File: src/rtl/alt_vipvfr121_pkg.sv
// ============================================================================
// Module      : alt_vipvfr121_pkg
// Description : Shared constants for the packet writer core: master address
//               width, FSM state encoding and the video packet type nibble.
// Ports       : none (package)
// Revision    : 1.0 - initial release
// ============================================================================
`default_nettype none

package alt_vipvfr121_pkg;

    localparam int ADDR_WIDTH = 32;

    localparam int STATE_W = 3;
    localparam logic [STATE_W-1:0] ST_IDLE     = 3'd0;
    localparam logic [STATE_W-1:0] ST_WAIT_SOP = 3'd1;
    localparam logic [STATE_W-1:0] ST_CMD      = 3'd2;
    localparam logic [STATE_W-1:0] ST_RUNNING  = 3'd3;
    localparam logic [STATE_W-1:0] ST_FLUSH    = 3'd4;
    localparam logic [STATE_W-1:0] ST_DONE     = 3'd5;

    localparam logic [3:0] PKT_TYPE_VIDEO = 4'h0;

endpackage

`default_nettype wire

File: src/rtl/alt_vipvfr121_pwc_sample_counter.sv
// ============================================================================
// Module      : alt_vipvfr121_pwc_sample_counter
// Description : Saturating payload-beat counter with limit compare. trunc_o is
//               high once the count has reached the programmed limit (a limit
//               of zero truncates immediately).
// Ports       : clk, rst_n (async, active low), clr_i (synchronous clear),
//               inc_i (count one beat), limit_i, count_o, trunc_o
// Revision    : 1.0 - initial release
// ============================================================================
`default_nettype none

module alt_vipvfr121_pwc_sample_counter #(
    parameter int WIDTH = 32
) (
    input  logic             clk,
    input  logic             rst_n,
    input  logic             clr_i,
    input  logic             inc_i,
    input  logic [WIDTH-1:0] limit_i,
    output logic [WIDTH-1:0] count_o,
    output logic             trunc_o
);

    localparam logic [WIDTH-1:0] CNT_ONE = {{(WIDTH-1){1'b0}}, 1'b1};

    logic [WIDTH-1:0] count_q;
    logic [WIDTH-1:0] count_d;

    always_comb begin
        count_d = count_q;
        if (clr_i) begin
            count_d = '0;
        end else if (inc_i && (count_q != '1)) begin
            // Holds at all-ones rather than wrapping back to zero.
            count_d = count_q + CNT_ONE;
        end
    end

    always_ff @(posedge clk or negedge rst_n) begin
        if (!rst_n) begin
            count_q <= '0;
        end else begin
            count_q <= count_d;
        end
    end

    assign count_o = count_q;
    assign trunc_o = (count_q >= limit_i);

endmodule

`default_nettype wire

File: src/rtl/alt_vipvfr121_pwc_core.sv
// ============================================================================
// Module      : alt_vipvfr121_pwc_core
// Description : Packet writer core. On each GO it accepts one Avalon-ST video
//               packet, issues one write-master burst command and streams the
//               payload beats to the packer, then flushes and pulses complete.
// Ports       : clock/reset (async, active low); ST sink (valid_in, ready_in,
//               data_in, sop_in, eop_in); command (cmd, cmd_ready, cmd_addr,
//               cmd_length_of_burst); data (write, wdata, write_ready, flush,
//               flush_ready); register block (enable, clear_enable, stopped,
//               complete, overflow, packet_addr, packet_words, packet_samples,
//               packet_type, samples_written)
// Options     : PWC_DROP_NON_VIDEO_EN - discard packets whose type nibble is
//               not video instead of writing them.
// Revision    : 1.0 - initial release
// ============================================================================
`default_nettype none

module alt_vipvfr121_pwc_core
    import alt_vipvfr121_pkg::*;
#(
    parameter int BITS_PER_SYMBOL              = 8,
    parameter int SYMBOLS_PER_BEAT             = 3,
    parameter int BURST_LENGTH_REQUIREDWIDTH   = 7,
    parameter int PACKET_SAMPLES_REQUIREDWIDTH = 32
) (
    input  logic                                    clock,
    input  logic                                    reset,
    input  logic                                    valid_in,
    output logic                                    ready_in,
    input  logic [BITS_PER_SYMBOL*SYMBOLS_PER_BEAT-1:0] data_in,
    input  logic                                    sop_in,
    input  logic                                    eop_in,
    output logic                                    cmd,
    input  logic                                    cmd_ready,
    output logic [ADDR_WIDTH-1:0]                   cmd_addr,
    output logic [BURST_LENGTH_REQUIREDWIDTH-1:0]   cmd_length_of_burst,
    output logic                                    write,
    output logic [BITS_PER_SYMBOL*SYMBOLS_PER_BEAT-1:0] wdata,
    input  logic                                    write_ready,
    output logic                                    flush,
    input  logic                                    flush_ready,
    input  logic                                    enable,
    output logic                                    clear_enable,
    output logic                                    stopped,
    output logic                                    complete,
    output logic                                    overflow,
    input  logic [ADDR_WIDTH-1:0]                   packet_addr,
    input  logic [BURST_LENGTH_REQUIREDWIDTH-1:0]   packet_words,
    input  logic [PACKET_SAMPLES_REQUIREDWIDTH-1:0] packet_samples,
    output logic [3:0]                              packet_type,
    output logic [PACKET_SAMPLES_REQUIREDWIDTH-1:0] samples_written
);

    logic [STATE_W-1:0]                      state_q, state_d;
    logic [ADDR_WIDTH-1:0]                   addr_q, addr_d;
    logic [BURST_LENGTH_REQUIREDWIDTH-1:0]   words_q, words_d;
    logic [PACKET_SAMPLES_REQUIREDWIDTH-1:0] limit_q, limit_d;
    logic [3:0]                              ptype_q, ptype_d;
    logic                                    overflow_q, overflow_d;
    logic                                    clr_en_q, clr_en_d;

    logic w_go;
    logic w_sop_beat;
    logic w_trunc;
    logic w_drop_type;

    assign w_go       = (state_q == ST_IDLE) && enable;
    assign w_sop_beat = valid_in && sop_in;

`ifdef PWC_DROP_NON_VIDEO_EN
    // Non-video packets stay in WAIT_SOP, where their remaining beats are
    // swallowed as ordinary pre-SOP beats.
    assign w_drop_type = (data_in[3:0] != PKT_TYPE_VIDEO);
`else
    assign w_drop_type = 1'b0;
`endif

    alt_vipvfr121_pwc_sample_counter #(
        .WIDTH (PACKET_SAMPLES_REQUIREDWIDTH)
    ) u_sample_counter (
        .clk     (clock),
        .rst_n   (reset),
        .clr_i   (w_go),
        .inc_i   (write && write_ready),
        .limit_i (limit_q),
        .count_o (samples_written),
        .trunc_o (w_trunc)
    );

    // State register.
    always_ff @(posedge clock or negedge reset) begin
        if (!reset) begin
            state_q <= ST_IDLE;
        end else begin
            state_q <= state_d;
        end
    end

    // Next-state logic.
    always_comb begin
        state_d = state_q;
        case (state_q)
            ST_IDLE: begin
                if (enable) state_d = ST_WAIT_SOP;
            end
            ST_WAIT_SOP: begin
                if (w_sop_beat && !w_drop_type) begin
                    // A header-only packet carries no payload to write.
                    state_d = eop_in ? ST_FLUSH : ST_CMD;
                end
            end
            ST_CMD: begin
                if (cmd_ready) state_d = ST_RUNNING;
            end
            ST_RUNNING: begin
                // A fresh SOP ends the packet early; it is left unaccepted.
                if (w_sop_beat) begin
                    state_d = ST_FLUSH;
                end else if (valid_in && eop_in && ready_in) begin
                    state_d = ST_FLUSH;
                end
            end
            ST_FLUSH: begin
                if (flush_ready) state_d = ST_DONE;
            end
            ST_DONE: begin
                state_d = ST_IDLE;
            end
            default: begin
                state_d = ST_IDLE;
            end
        endcase
    end

    // Output logic.
    always_comb begin
        ready_in = 1'b0;
        cmd      = 1'b0;
        write    = 1'b0;
        flush    = 1'b0;
        complete = 1'b0;
        stopped  = 1'b0;
        case (state_q)
            ST_IDLE:     stopped  = 1'b1;
            ST_WAIT_SOP: ready_in = 1'b1;
            ST_CMD:      cmd      = 1'b1;
            ST_RUNNING: begin
                if (!w_sop_beat) begin
                    // Once truncated, beats are still consumed but not written.
                    write    = valid_in && !w_trunc;
                    ready_in = w_trunc || write_ready;
                end
            end
            ST_FLUSH:    flush    = 1'b1;
            ST_DONE: begin
                complete = 1'b1;
                stopped  = 1'b1;
            end
            default: ;
        endcase
    end

    // Register-block datapath.
    always_comb begin
        addr_d     = addr_q;
        words_d    = words_q;
        limit_d    = limit_q;
        ptype_d    = ptype_q;
        overflow_d = overflow_q;
        clr_en_d   = w_go;
        if (w_go) begin
            addr_d     = packet_addr;
            words_d    = packet_words;
            limit_d    = packet_samples;
            overflow_d = 1'b0;
        end
        if ((state_q == ST_WAIT_SOP) && w_sop_beat) begin
            ptype_d = data_in[3:0];
        end
        if ((state_q == ST_RUNNING) && (w_trunc || w_sop_beat)) begin
            overflow_d = 1'b1;
        end
    end

    always_ff @(posedge clock or negedge reset) begin
        if (!reset) begin
            addr_q     <= '0;
            words_q    <= '0;
            limit_q    <= '0;
            ptype_q    <= '0;
            overflow_q <= 1'b0;
            clr_en_q   <= 1'b1;
        end else begin
            addr_q     <= addr_d;
            words_q    <= words_d;
            limit_q    <= limit_d;
            ptype_q    <= ptype_d;
            overflow_q <= overflow_d;
            clr_en_q   <= clr_en_d;
        end
    end

    assign wdata               = data_in;
    assign cmd_addr            = addr_q;
    assign cmd_length_of_burst = words_q;
    assign packet_type         = ptype_q;
    assign overflow            = overflow_q;
    assign clear_enable        = clr_en_q;

endmodule

`default_nettype wire

File: config.mk
export PLATFORM = sky130hd
export DESIGN_NAME = alt_vipvfr121_pwc_core
export DESIGN_NICKNAME = d
export VERILOG_FILES = /design/src/rtl/alt_vipvfr121_pkg.sv /design/src/rtl/alt_vipvfr121_pwc_sample_counter.sv /design/src/rtl/alt_vipvfr121_pwc_core.sv
export SDC_FILE = /design/constraint.sdc
export NUM_CORES = 1
export LEC_CHECK = 0
export ABC_CLOCK_PERIOD_IN_PS = 7900
export BUFFER_PORTS_ARGS = -buffer_cell sky130_fd_sc_hd__buf_2
export CORE_MARGIN = 2
export CORE_UTILIZATION = 54
export CTS_CLUSTER_DIAMETER = 60
export CTS_CLUSTER_SIZE = 28
export DETAILED_ROUTE_END_ITERATION = 10
export PLACE_DENSITY = 0.88
export SYNTH_ARGS = -nofsm -noshare
export SYNTH_HDL_FRONTEND = slang
export SYNTH_SLANG_ARGS = --single-unit
File: constraint.sdc
create_clock -name clock -period 7.9 [get_ports clock]
set_clock_uncertainty 0.2 [all_clocks]
set_input_delay 0 -clock clock [delete_from_list [all_inputs] [get_ports clock]]
set_output_delay 0 -clock clock [all_outputs]
set_load 0.02 [all_outputs]
==> flow_metrics.tcl, run 1 <==
set metrics [dict create \
    synth.avg_cell_area_sq_um 8.872 \
    p_leak_nw 4.007 \
    dp_hpwl_mm 10.38 \
    core_area_sq_um 10840 \
    worstSetupPathType "reg -> reg" \
    final_cells 1048 \
    setup_ws_ps 3939 \
    cp_max_fo 67 \
    die_y_microns 109.2 \
    grtUsageTotal_pct 29.02 \
    synth_cell_types 53 \
    wl_per_cell_microns 16.13 \
    critical_path_arrival_ps 4030 \
    die_x_microns 109.2 \
    wl_mm 16.91 \
    dp_cells 926 \
    row_count 38 \
    start_util_pct 55.16 \
    synth-xor-area-share_pct 0 \
    synth_ff_type "dfrtp_1" \
    port_buffers 170 \
    outcome "finished, final reports clean" \
    slew_headroom_pct 41.92 \
    async_reset_ff_share_pct 100.0 \
    power_density_nw_per_um2 268.1 \
    slowest_delay_ps 620 \
    start_kind "flip-flop" \
    overflow 0 \
    synthAdderAreaFrac_pct 7.073 \
    hold_viol 0 \
    drt_iter0_drc 501 \
    cts_buffer_depth 2 \
    syn2layout_area_growth_pct 32.71 \
    clkLatencyLatePin_ps 380 \
    max-cap-violations 0 \
    drcViolationCount 0 \
    ios 211 \
    path_clk_slew_ps 110 \
    required_ps 7970 \
    numCtsBuffers 9 \
    setup_tns_ps 0 \
    max-vdd-ir-drop_mv 0.2074 \
    setup_viol 0 \
    power_w 0.002127 \
    synth-simple-area-share_pct 23.94 \
    cts.sinks 112 \
    ys_seq_area_share_pct 46.89 \
    hold_ws_ps 19.85 \
    antenna_found_initial 0 \
    synth_edf_count 0 \
    maxSlewViolCount 0 \
    place_congestion 0.9906 \
    cts_tree "yes" \
    slowest_stage "dlygate4sd3_1" \
    vias_per_cell 5.477 \
    max_freq_ghz 0.2524 \
    synth_compound_area_share_pct 13.02 \
    period_needed_ps 3961 \
    ys.warnings.count 0 \
    syn-instance-count 674 \
    worstSetupEndpointType "flip-flop" \
    cts_setup_buffers 0 \
    syn_area_sq_um 5979 \
    grt_pass1_wl_mm 27.23 \
    crit_chain "ha_1, a21oi_1, o21ai_1, a221o_1, a41oi_2, a2bb2oi_4, buf_4, nor3_1, dlygate4sd3_1, nor2_1, dlygate4sd3_1" \
    nets 1039 \
    first_pass_iters 8 \
    grt_start_max_net_pins 90 \
    crit_top_cell "dlygate4sd3_1" \
    max_slew.worst_pin.slew_ps 871.2 \
    htreeDepth 3 \
    antenna_left 0 \
    synth.area.mux_share_pct 0.9207 \
    die-area_sq_um 11930 \
    drive_gt1_share_pct 22.49 \
    grt_pass1_vias 5597 \
    synth_top_family_by_area "simple AND/OR/NAND/NOR gates" \
    rsz0062_at_grt "no" \
    cts_root_buffer "clkbuf_8" \
    hold_path.class "in -> async" \
    synth_seq_cells 112 \
    fin_crit_sh_pct 50.14 \
    dp_slack_ps 4833 \
    synth_fp_nets 811 \
    vias 5740 \
]
## Yosys cell counts, types with 3 or more instances
library cell  count  share of area (%)
o211ai_1          3               0.38
nor3_1            7               0.59
and4_1            6               0.88
buf_2             6               0.50
a21oi_1          43                3.6
buf_4            25                3.1
nand3_1          21                1.8
mux2_2            4               0.75
or4_1            20                2.5
ha_1             33                6.9
and2_1            3               0.31
nor2_1           11               0.69
dfrtp_1         111                 46
clkbuf_1         26                1.6
nand4_1          13                1.4
nand2_1         176                 11
or3_1            10                1.0
o31ai_1          22                2.8
and3_1           11                1.2
buf_6             3               0.56
o21ai_0          46                3.9
inv_1            35                2.2
## sequential cells by signal, summed over array words and instances (netlist names)
signal and count:
cmd_length_of_burst 7, state_q 3, clear_enable 1, limit_q 32, overflow 1, u_sample_counter.count_o 32, packet_type 4, cmd_addr 32
## layout by cell type (no fill, tap or decap), drive strengths merged, types with 2 or more instances in the layout
| cell type | instances |
|---|---|
| nand4 | 13 |
| nand4b | 2 |
| buf | 174 |
| nand2 | 177 |
| a211oi | 2 |
| nor3 | 7 |
| clkinv | 3 |
| clkbuf | 10 |
| ha | 33 |
| nor2b | 2 |
| a21o | 2 |
| mux2 | 4 |
| or4 | 20 |
| o21ai | 48 |
| and3 | 11 |
| nand3 | 22 |
| nor2 | 11 |
| dlygate4sd3 | 105 |
| nand2b | 3 |
| o31ai | 22 |
| and2 | 4 |
| o211ai | 3 |
| a21oi | 43 |
| and4 | 6 |
| inv | 37 |
| or3 | 10 |
| dfrtp | 111 |
| and2b | 3 |
## routing by layer
layer  wire length (microns)  global-route usage [%]  vias to the layer above
li1                        -                       -                     2757
met2                    8261                   47.78                      247
met1                    7089                   39.01                     2698
met3                    1119                   5.738                       38
met5                       0                       0                        -
met4                     437                   8.590                        0
## worst max-delay path: cells and delay by family (launching register included)
| kind | cells | cell delay (ps) |
|---|---|---|
| simple gates | 2 | 370 |
| buf+inv | 3 | 1480 |
| fa+ha+maj | 1 | 330 |
| flops | 1 | 450 |
| compound gates | 5 | 1000 |
## area by class of cell
type | count | area [sq um]
Sequential cell | 112 | 2804
Multi-Input combinational cell | 465 | 2699
Timing Repair Buffer | 279 | 1934
Fill cell | 770 | 2905
Antenna cell | 1 | 2.502
Inverter | 35 | 132.6
Clock inverter | 6 | 50.05
Tap cell | 140 | 175.2
Clock buffer | 10 | 137.6
## path summary, 6_finish.rpt
| check | endpoint | start | slack (ps) | cells after the start |
|---|---|---|---|---|
| worst min register to register | cmd_addr[5] | cmd_addr[5] | 280 | 2 |
| max in group asynchronous | u_sample_counter.count_o[22] | reset | 6280 | 3 |
| worst max register to register | state_q[2] | u_sample_counter.count_o[25] | 3940 | 11 |
| worst min-delay path | limit_q[11] | reset | 20 | 2 |
| min in group clock | cmd_addr[5] | packet_addr[5] | 130 | 4 |
| worst max-delay path | state_q[2] | u_sample_counter.count_o[25] | 3940 | 11 |
## per-stage QoR
stage | instance area [sq um] | utilization [%]
3_5_place_dp | 6694 | 61.75
5_1_grt | 7933 | 73.18
6_report | 7935 | 73.20
2_1_floorplan | 5979 | -
3_3_place_gp | 6694 | 61.75
4_1_cts | 7933 | 73.18
## power breakdown
part / switching (W) / internal, W / total (W)
Clock: 0.000205 / 0.000128 / 0.000333
Sequential: 0.000104 / 0.000771 / 0.000875
Combinational: 0.000580 / 0.000338 / 0.000919
Total: 0.000890 / 0.00124 / 0.00213
## cell families (layout without fill, tap and decap cells)
family | Yosys count | in the layout
compound gates | 129 | 129
fa+ha+maj | 34 | 34
buf+inv | 97 | 330
flops | 112 | 112
mux | 5 | 5
other cells | 0 | 1
simple gates | 297 | 297
## what timing repair did
| item | in CTS | in global routing |
|---|---|---|
| hold buffers | 105 | 0 |
| hold endpoints to repair | 155 | 0 |
| setup endpoints to repair | 0 | 0 |
| resized for setup | 0 | 0 |
No activity file was read; power rests on OpenSTA's default activity.
==> run 2, diff against run 1 <==
--- a/config.mk
+++ b/config.mk
@@ -5,14 +5,14 @@
 export SDC_FILE = /design/constraint.sdc
 export NUM_CORES = 1
 export LEC_CHECK = 0
-export ABC_CLOCK_PERIOD_IN_PS = 7900
+export ABC_CLOCK_PERIOD_IN_PS = 3500
 export BUFFER_PORTS_ARGS = -buffer_cell sky130_fd_sc_hd__buf_2
 export CORE_MARGIN = 2
-export CORE_UTILIZATION = 54
+export CORE_UTILIZATION = 46
 export CTS_CLUSTER_DIAMETER = 60
 export CTS_CLUSTER_SIZE = 28
 export DETAILED_ROUTE_END_ITERATION = 10
-export PLACE_DENSITY = 0.88
+export PLACE_DENSITY = 0.8
 export SYNTH_ARGS = -nofsm -noshare
 export SYNTH_HDL_FRONTEND = slang
 export SYNTH_SLANG_ARGS = --single-unit
==> constraint.sdc (replaced) <==
create_clock -name clock -period 3.5 [get_ports clock]
set_clock_uncertainty 0.2 [all_clocks]
set_input_delay 0 -clock clock [delete_from_list [all_inputs] [get_ports clock]]
set_output_delay 0 -clock clock [all_outputs]
set_load 0.02 [all_outputs]
==> run 2 against run 1 <==
  * Worst setup slack worse by 3700 ps
  * Sequential cell count did not move
  * Hold slack better by 100 ps
  * Core utilization down 8.1 points
  * Critical path depth is 1 lower
  * Sequential share of layout area decreased by 1.3 points
  * Power is 150% higher
  * Non-clock buffer count up 10
  * Register-to-register slack got worse by 3600 ps
==> flow_metrics.tcl, run 2 (same netlist as run 1, synthesis figures left out) <==
set metrics [dict create \
    drive_gt1_share_pct 23.61 \
    wl_mm 17.84 \
    cts_buffer_depth 2 \
    rsz0062_at_grt "no" \
    row_count 41 \
    multi_input_area_sq_um 2729 \
    p_leak_nw 4.124 \
    start_kind "flip-flop" \
    drcViolationCount 0 \
    ios 211 \
    setup_viol 0 \
    die_x_microns 118.0 \
    clkLatencyLatePin_ps 360 \
    required_ps 3300 \
    final_cell_mix "176 x nand2_1, 169 x buf_2, 111 x dfrtp_1" \
    grtUsageMet2_pct 42.08 \
    hold_ws_ps 122.1 \
    cts_root_buffer "clkbuf_16" \
    grt_start_max_net_pins 71 \
    antenna_left 0 \
    die-area_sq_um 13930 \
    slew_headroom_pct 24.36 \
    maxSlewViolCount 0 \
    grt_use_met1_pct 32.32 \
    cts.repair.resized 0 \
    setup_tns_ps 0 \
    cp_max_fo 15 \
    syn2layout_area_growth_pct 37.92 \
    core_area_sq_um 12670 \
    grtUsageTotal_pct 25.57 \
    vias 5855 \
    antenna_found_initial 0 \
    worstSetupStartpoint "u_sample_counter.count_o[19]" \
    dp_hpwl_mm 10.62 \
    first_pass_iters 5 \
    dp_slack_ps 185.4 \
    cts_tree "yes" \
    fin_crit_sh_pct 93.05 \
    max_freq_ghz 0.3070 \
    max-vdd-ir-drop_mv 0.5019 \
    wl_per_cell_microns 16.35 \
    outcome "finished, final reports clean" \
    nets 1051 \
    power_density_nw_per_um2 638.8 \
    path_clk_slew_ps 80 \
    n_antenna_cell 0 \
    hold_viol 0 \
    hold_path.class "in -> async" \
    reg2reg_depth 8 \
    power_w 0.005268 \
    worstSetupEndpointType "output pin" \
    use_met3_pct 6.202 \
    start_util_pct 47.19 \
    critical_path_arrival_ps 3060 \
    cts.sinks 112 \
    die_y_microns 118.0 \
    grt_pass1_wl_mm 28.75 \
    worstSetupPathType "reg -> out" \
    r2r-start "u_sample_counter.count_o[19]" \
    drt_iter0_drc 375 \
    max_slew.worst_pin.slew_ps 1134 \
    vias_per_cell 5.367 \
    numCtsBuffers 9 \
    final_common_cell "nand2_1" \
    grt-busiest-layer "met2" \
    fill_cells 978 \
    period_needed_ps 3257 \
    htreeDepth 3 \
    design_area_sq_um 8247 \
    overflow 0 \
    setup_ws_ps 243.1 \
    place_congestion 0.8761 \
    max-cap-violations 0 \
    port_buffers 170 \
    placedInstanceArea_sq_um 6830 \
    grt_pass1_vias 5848 \
    seq_area_sq_um 2804 \
    cts_setup_buffers 0 \
]
[run 2: cell types whose count changed in the layout (fill, tap and decap cells not counted), sizes merged]
cell,change
clkbuf,-1
buf,+11
clkinv,-3
bufinv,+3
dlygate4sd3,-1
inv,-2
a2bb2oi,+2
diode,-1
clkinvlp,+3
[run 2: final cells by class]
class	instances	area share, %
timing repair buffer	289	24.49
multi-input combinational	467	33.09
tap	172	2.610
clock buffer	9	2.731
inverter	35	1.623
clock inverter	7	1.457
sequential	112	34.00
[run 2: path summary, 6_finish.rpt]
path	slack (ps)	to
setup / recovery	240	ready_in
hold / removal	120	limit_q[10]
setup reg to reg	310	u_sample_counter.count_o[11]
hold reg to reg	270	cmd_addr[24]
max in group asynchronous	2120	cmd_addr[1]
min in group clock	160	cmd_addr[22]
[run 2: worst max-delay path, cell delays in order (launching register included)]
cell and delay, ps:
dfrtp_1 450, ha_1 340, nand2_1 70, o21ai_0 250, o21ai_0 130, a21oi_1 410, a2bb2oi_4 440, buf_4 270
o21ai_0 100, nand2_1 80, buf_2 160
[run 2: per-stage QoR]
stage,utilization [%],instances
floorplan,-,674
finish,65.08,1091
global route,65.08,1091
CTS,64.96,1090
global placement,53.91,969
detailed placement,53.91,969
[run 2: timing repair]
action / in CTS / in global routing
gates cloned: 1 / 1
hold buffers: 104 / 0
hold endpoints to repair: 166 / 0
setup endpoints to repair: 1 / 1
[run 2: power by group]
| group | internal, W | switching (W) | total [W] |
|---|---|---|---|
| Sequential | 0.00174 | 0.000245 | 0.00199 |
| Clock | 0.000700 | 0.000501 | 0.00120 |
| Combinational | 0.000765 | 0.00131 | 0.00208 |
[run 2: metal layers]
layer	up-vias	routed length (microns)
met2	272	8549
met4	0	500
met1	2753	7373
met3	35	1420
li1	2795	-
met5	-	0
==> run 3, diff against run 2 <==
--- a/config.mk
+++ b/config.mk
@@ -8,11 +8,12 @@
 export ABC_CLOCK_PERIOD_IN_PS = 3500
 export BUFFER_PORTS_ARGS = -buffer_cell sky130_fd_sc_hd__buf_2
 export CORE_MARGIN = 2
-export CORE_UTILIZATION = 46
+export CORE_UTILIZATION = 47
+export CTS_BUF_LIST = sky130_fd_sc_hd__clkbuf_4
 export CTS_CLUSTER_DIAMETER = 60
 export CTS_CLUSTER_SIZE = 28
 export DETAILED_ROUTE_END_ITERATION = 10
-export PLACE_DENSITY = 0.8
+export PLACE_DENSITY = 0.81
 export SYNTH_ARGS = -nofsm -noshare
 export SYNTH_HDL_FRONTEND = slang
 export SYNTH_SLANG_ARGS = --single-unit
==> run 3 against run 2 <==
  * Core utilization grew 0.27 points
  * Non-clock buffer count grew 13
  * Worst setup slack lost 75 ps
  * Die area shrank 2.0%
  * Register-to-register slack lost 140 ps
  * Count of clock-buffer cells in the layout grew 2
  * Hold slack lost 91 ps
  * Routed wire length shrank 1.5%
  * Sequential power is essentially flat
  * Critical path type is now reg -> reg
  * Highest routed layer unchanged
==> flow_metrics.tcl, run 3 (same netlist as run 1, synthesis figures left out) <==
set metrics [dict create \
    overflow 0 \
    start_kind "flip-flop" \
    grt_pass1_wl_mm 27.43 \
    period_needed_ps 3332 \
    first_pass_iters 7 \
    path_clk_slew_ps 170 \
    r2r_setup_slack_ps 170 \
    core_area_sq_um 12520 \
    die-area_sq_um 13640 \
    cts.sinks 112 \
    placedInstanceArea_sq_um 6769 \
    row_count 41 \
    drt_iter0_drc 399 \
    critPathCapture "state_q[1]" \
    dp_hpwl_mm 10.25 \
    critical_path_buf_inv_count 2 \
    critical_path_arrival_ps 3570 \
    worstSetupEndpointType "flip-flop" \
    syn2layout_area_growth_pct 36.81 \
    antenna_found_initial 0 \
    final_common_cell "nand2_1" \
    required_ps 3740 \
    grt_start_max_net_pins 89 \
    cp_max_fo 24 \
    nets 1063 \
    worstSetupPathType "reg -> reg" \
    n_antenna_cell 0 \
    setup_viol 0 \
    power_density_nw_per_um2 582.6 \
    grt_pass1_vias 5554 \
    port_buffers 170 \
    htreeDepth 3 \
    cts_root_buffer "clkbuf_4" \
    max-cap-violations 0 \
    antenna_left 0 \
    numCtsBuffers 9 \
    design_area_sq_um 8180 \
    crit_family "compound AO/OA/AOI/OAI gates" \
    max_slew.worst_pin.slew_ps 919.6 \
    clkLatencyLatePin_ps 490 \
    crit_chain "ha_1, a21oi_1, o21ai_1, a221o_1, a41oi_2, a2bb2oi_4, buf_4, nor3_2, o21bai_1, dlygate4sd3_1" \
    setup_tns_ps 0 \
    r2r-start "u_sample_counter.count_o[25]" \
    cts_tree "yes" \
    die_x_microns 116.8 \
    place_congestion 0.8237 \
    setup_ws_ps 168.0 \
    hold_path.class "in -> reg" \
    drive_gt1_share_pct 22.69 \
    wl_mm 17.58 \
    slowest_stage "dlygate4sd3_1" \
    slowest_delay_ps 590 \
    cts_buffer_depth 2 \
    fill_cells 958 \
    start_util_pct 47.77 \
    max_freq_ghz 0.3001 \
    die_y_microns 116.8 \
    maxSlewViolCount 0 \
    slew_headroom_pct 38.70 \
    drcViolationCount 0 \
    p_leak_nw 4.090 \
    wl_per_cell_microns 15.95 \
    fin_crit_sh_pct 95.20 \
    final_cell_mix "176 x nand2_1, 169 x buf_2, 124 x dlygate4sd3_1" \
    rr_endpoint "state_q[1]" \
    dp_slack_ps 392.4 \
    max-vdd-ir-drop_mv 0.4428 \
    hold_viol 0 \
    reg2reg_depth 10 \
    vias 5790 \
    outcome "finished, final reports clean" \
    worstSetupStartpoint "u_sample_counter.count_o[25]" \
    rsz0062_at_grt "no" \
    grtUsageTotal_pct 25.82 \
    vias_per_cell 5.254 \
    ios 211 \
    worst-path-stages 10 \
]
-- run 3: cell types whose count changed in the layout (fill, tap and decap cells not counted), sizes merged, moves of 2 or more --
cell,change
buf,-7
clkbuf,+2
clkinvlp,-3
bufinv,-2
clkinv,+2
dlygate4sd3,+20
-- run 3: per-layer routing --
metal	track usage (%)	part of all wire [%]	vias to the layer above	routed length, microns
met2	42.04	48	257	8372
met3	7.055	8.6	31	1514
met4	9.255	2.2	0	378
met1	33.33	42	2698	7314
met5	0	0	-	0
li1	-	-	2804	-
-- run 3: power by group --
group	leakage [nW]	switching, W	internal [W]
Clock	0.0735	0.000438	0.000235
Sequential	1.43	0.000238	0.00174
Combinational	2.58	0.00133	0.000790
-- run 3: through the flow --
stage / total power [W] / hold slack, ps / std cells / util [%]
finish: 0.004766 / 30.78 / 1102 / 65.35
global route: 0.005104 / 11.04 / 1102 / 65.35
CTS: 0.004704 / 1.683 / 1100 / 65.09
detailed placement: 0.003889 / -199.9 / 961 / 54.08
global placement: 0.003830 / -199.9 / 961 / 54.08
floorplan: 0.003305 / -495.6 / 674 / -
-- run 3: how the worst min path moves through the flow --
| stage | startpoint | to | slack, ps | cells after the start |
|---|---|---|---|---|
| floorplan | reset | cmd_addr[0] | -500 | 0 |
| global placement | data_in[10] | wdata[10] | -200 | 0 |
| detailed placement | data_in[10] | wdata[10] | -200 | 0 |
| CTS | packet_addr[16] | cmd_addr[16] | 2 | 4 |
| global route | packet_addr[1] | cmd_addr[1] | 10 | 4 |
| finish | packet_addr[1] | cmd_addr[1] | 30 | 4 |
-- run 3: worst min-delay path, stage by stage --
cell           delay [ps]
dlygate4sd3_1         520
buf_2                  90
nand2_1                40
nand2_1                40
-- run 3: timing repair --
action                                 4_1_cts  5_1_grt
setup endpoints to repair                    0        4
resized for setup                            0        3
buffers inserted                             0        1
hold buffers                               124        0
endpoints found under the hold margin      178        0
-- run 3: area by class of cell --
class | count | area, sq um | share of cell area (%)
Sequential cell | 112 | 2805 | 34.29
Clock buffer | 11 | 82.58 | 1.009
Clock inverter | 4 | 55.05 | 0.6730
Multi-Input combinational cell | 466 | 2723 | 33.28
Tap cell | 172 | 215.2 | 2.631
Timing Repair Buffer | 302 | 2167 | 26.49
Inverter | 35 | 132.6 | 1.621
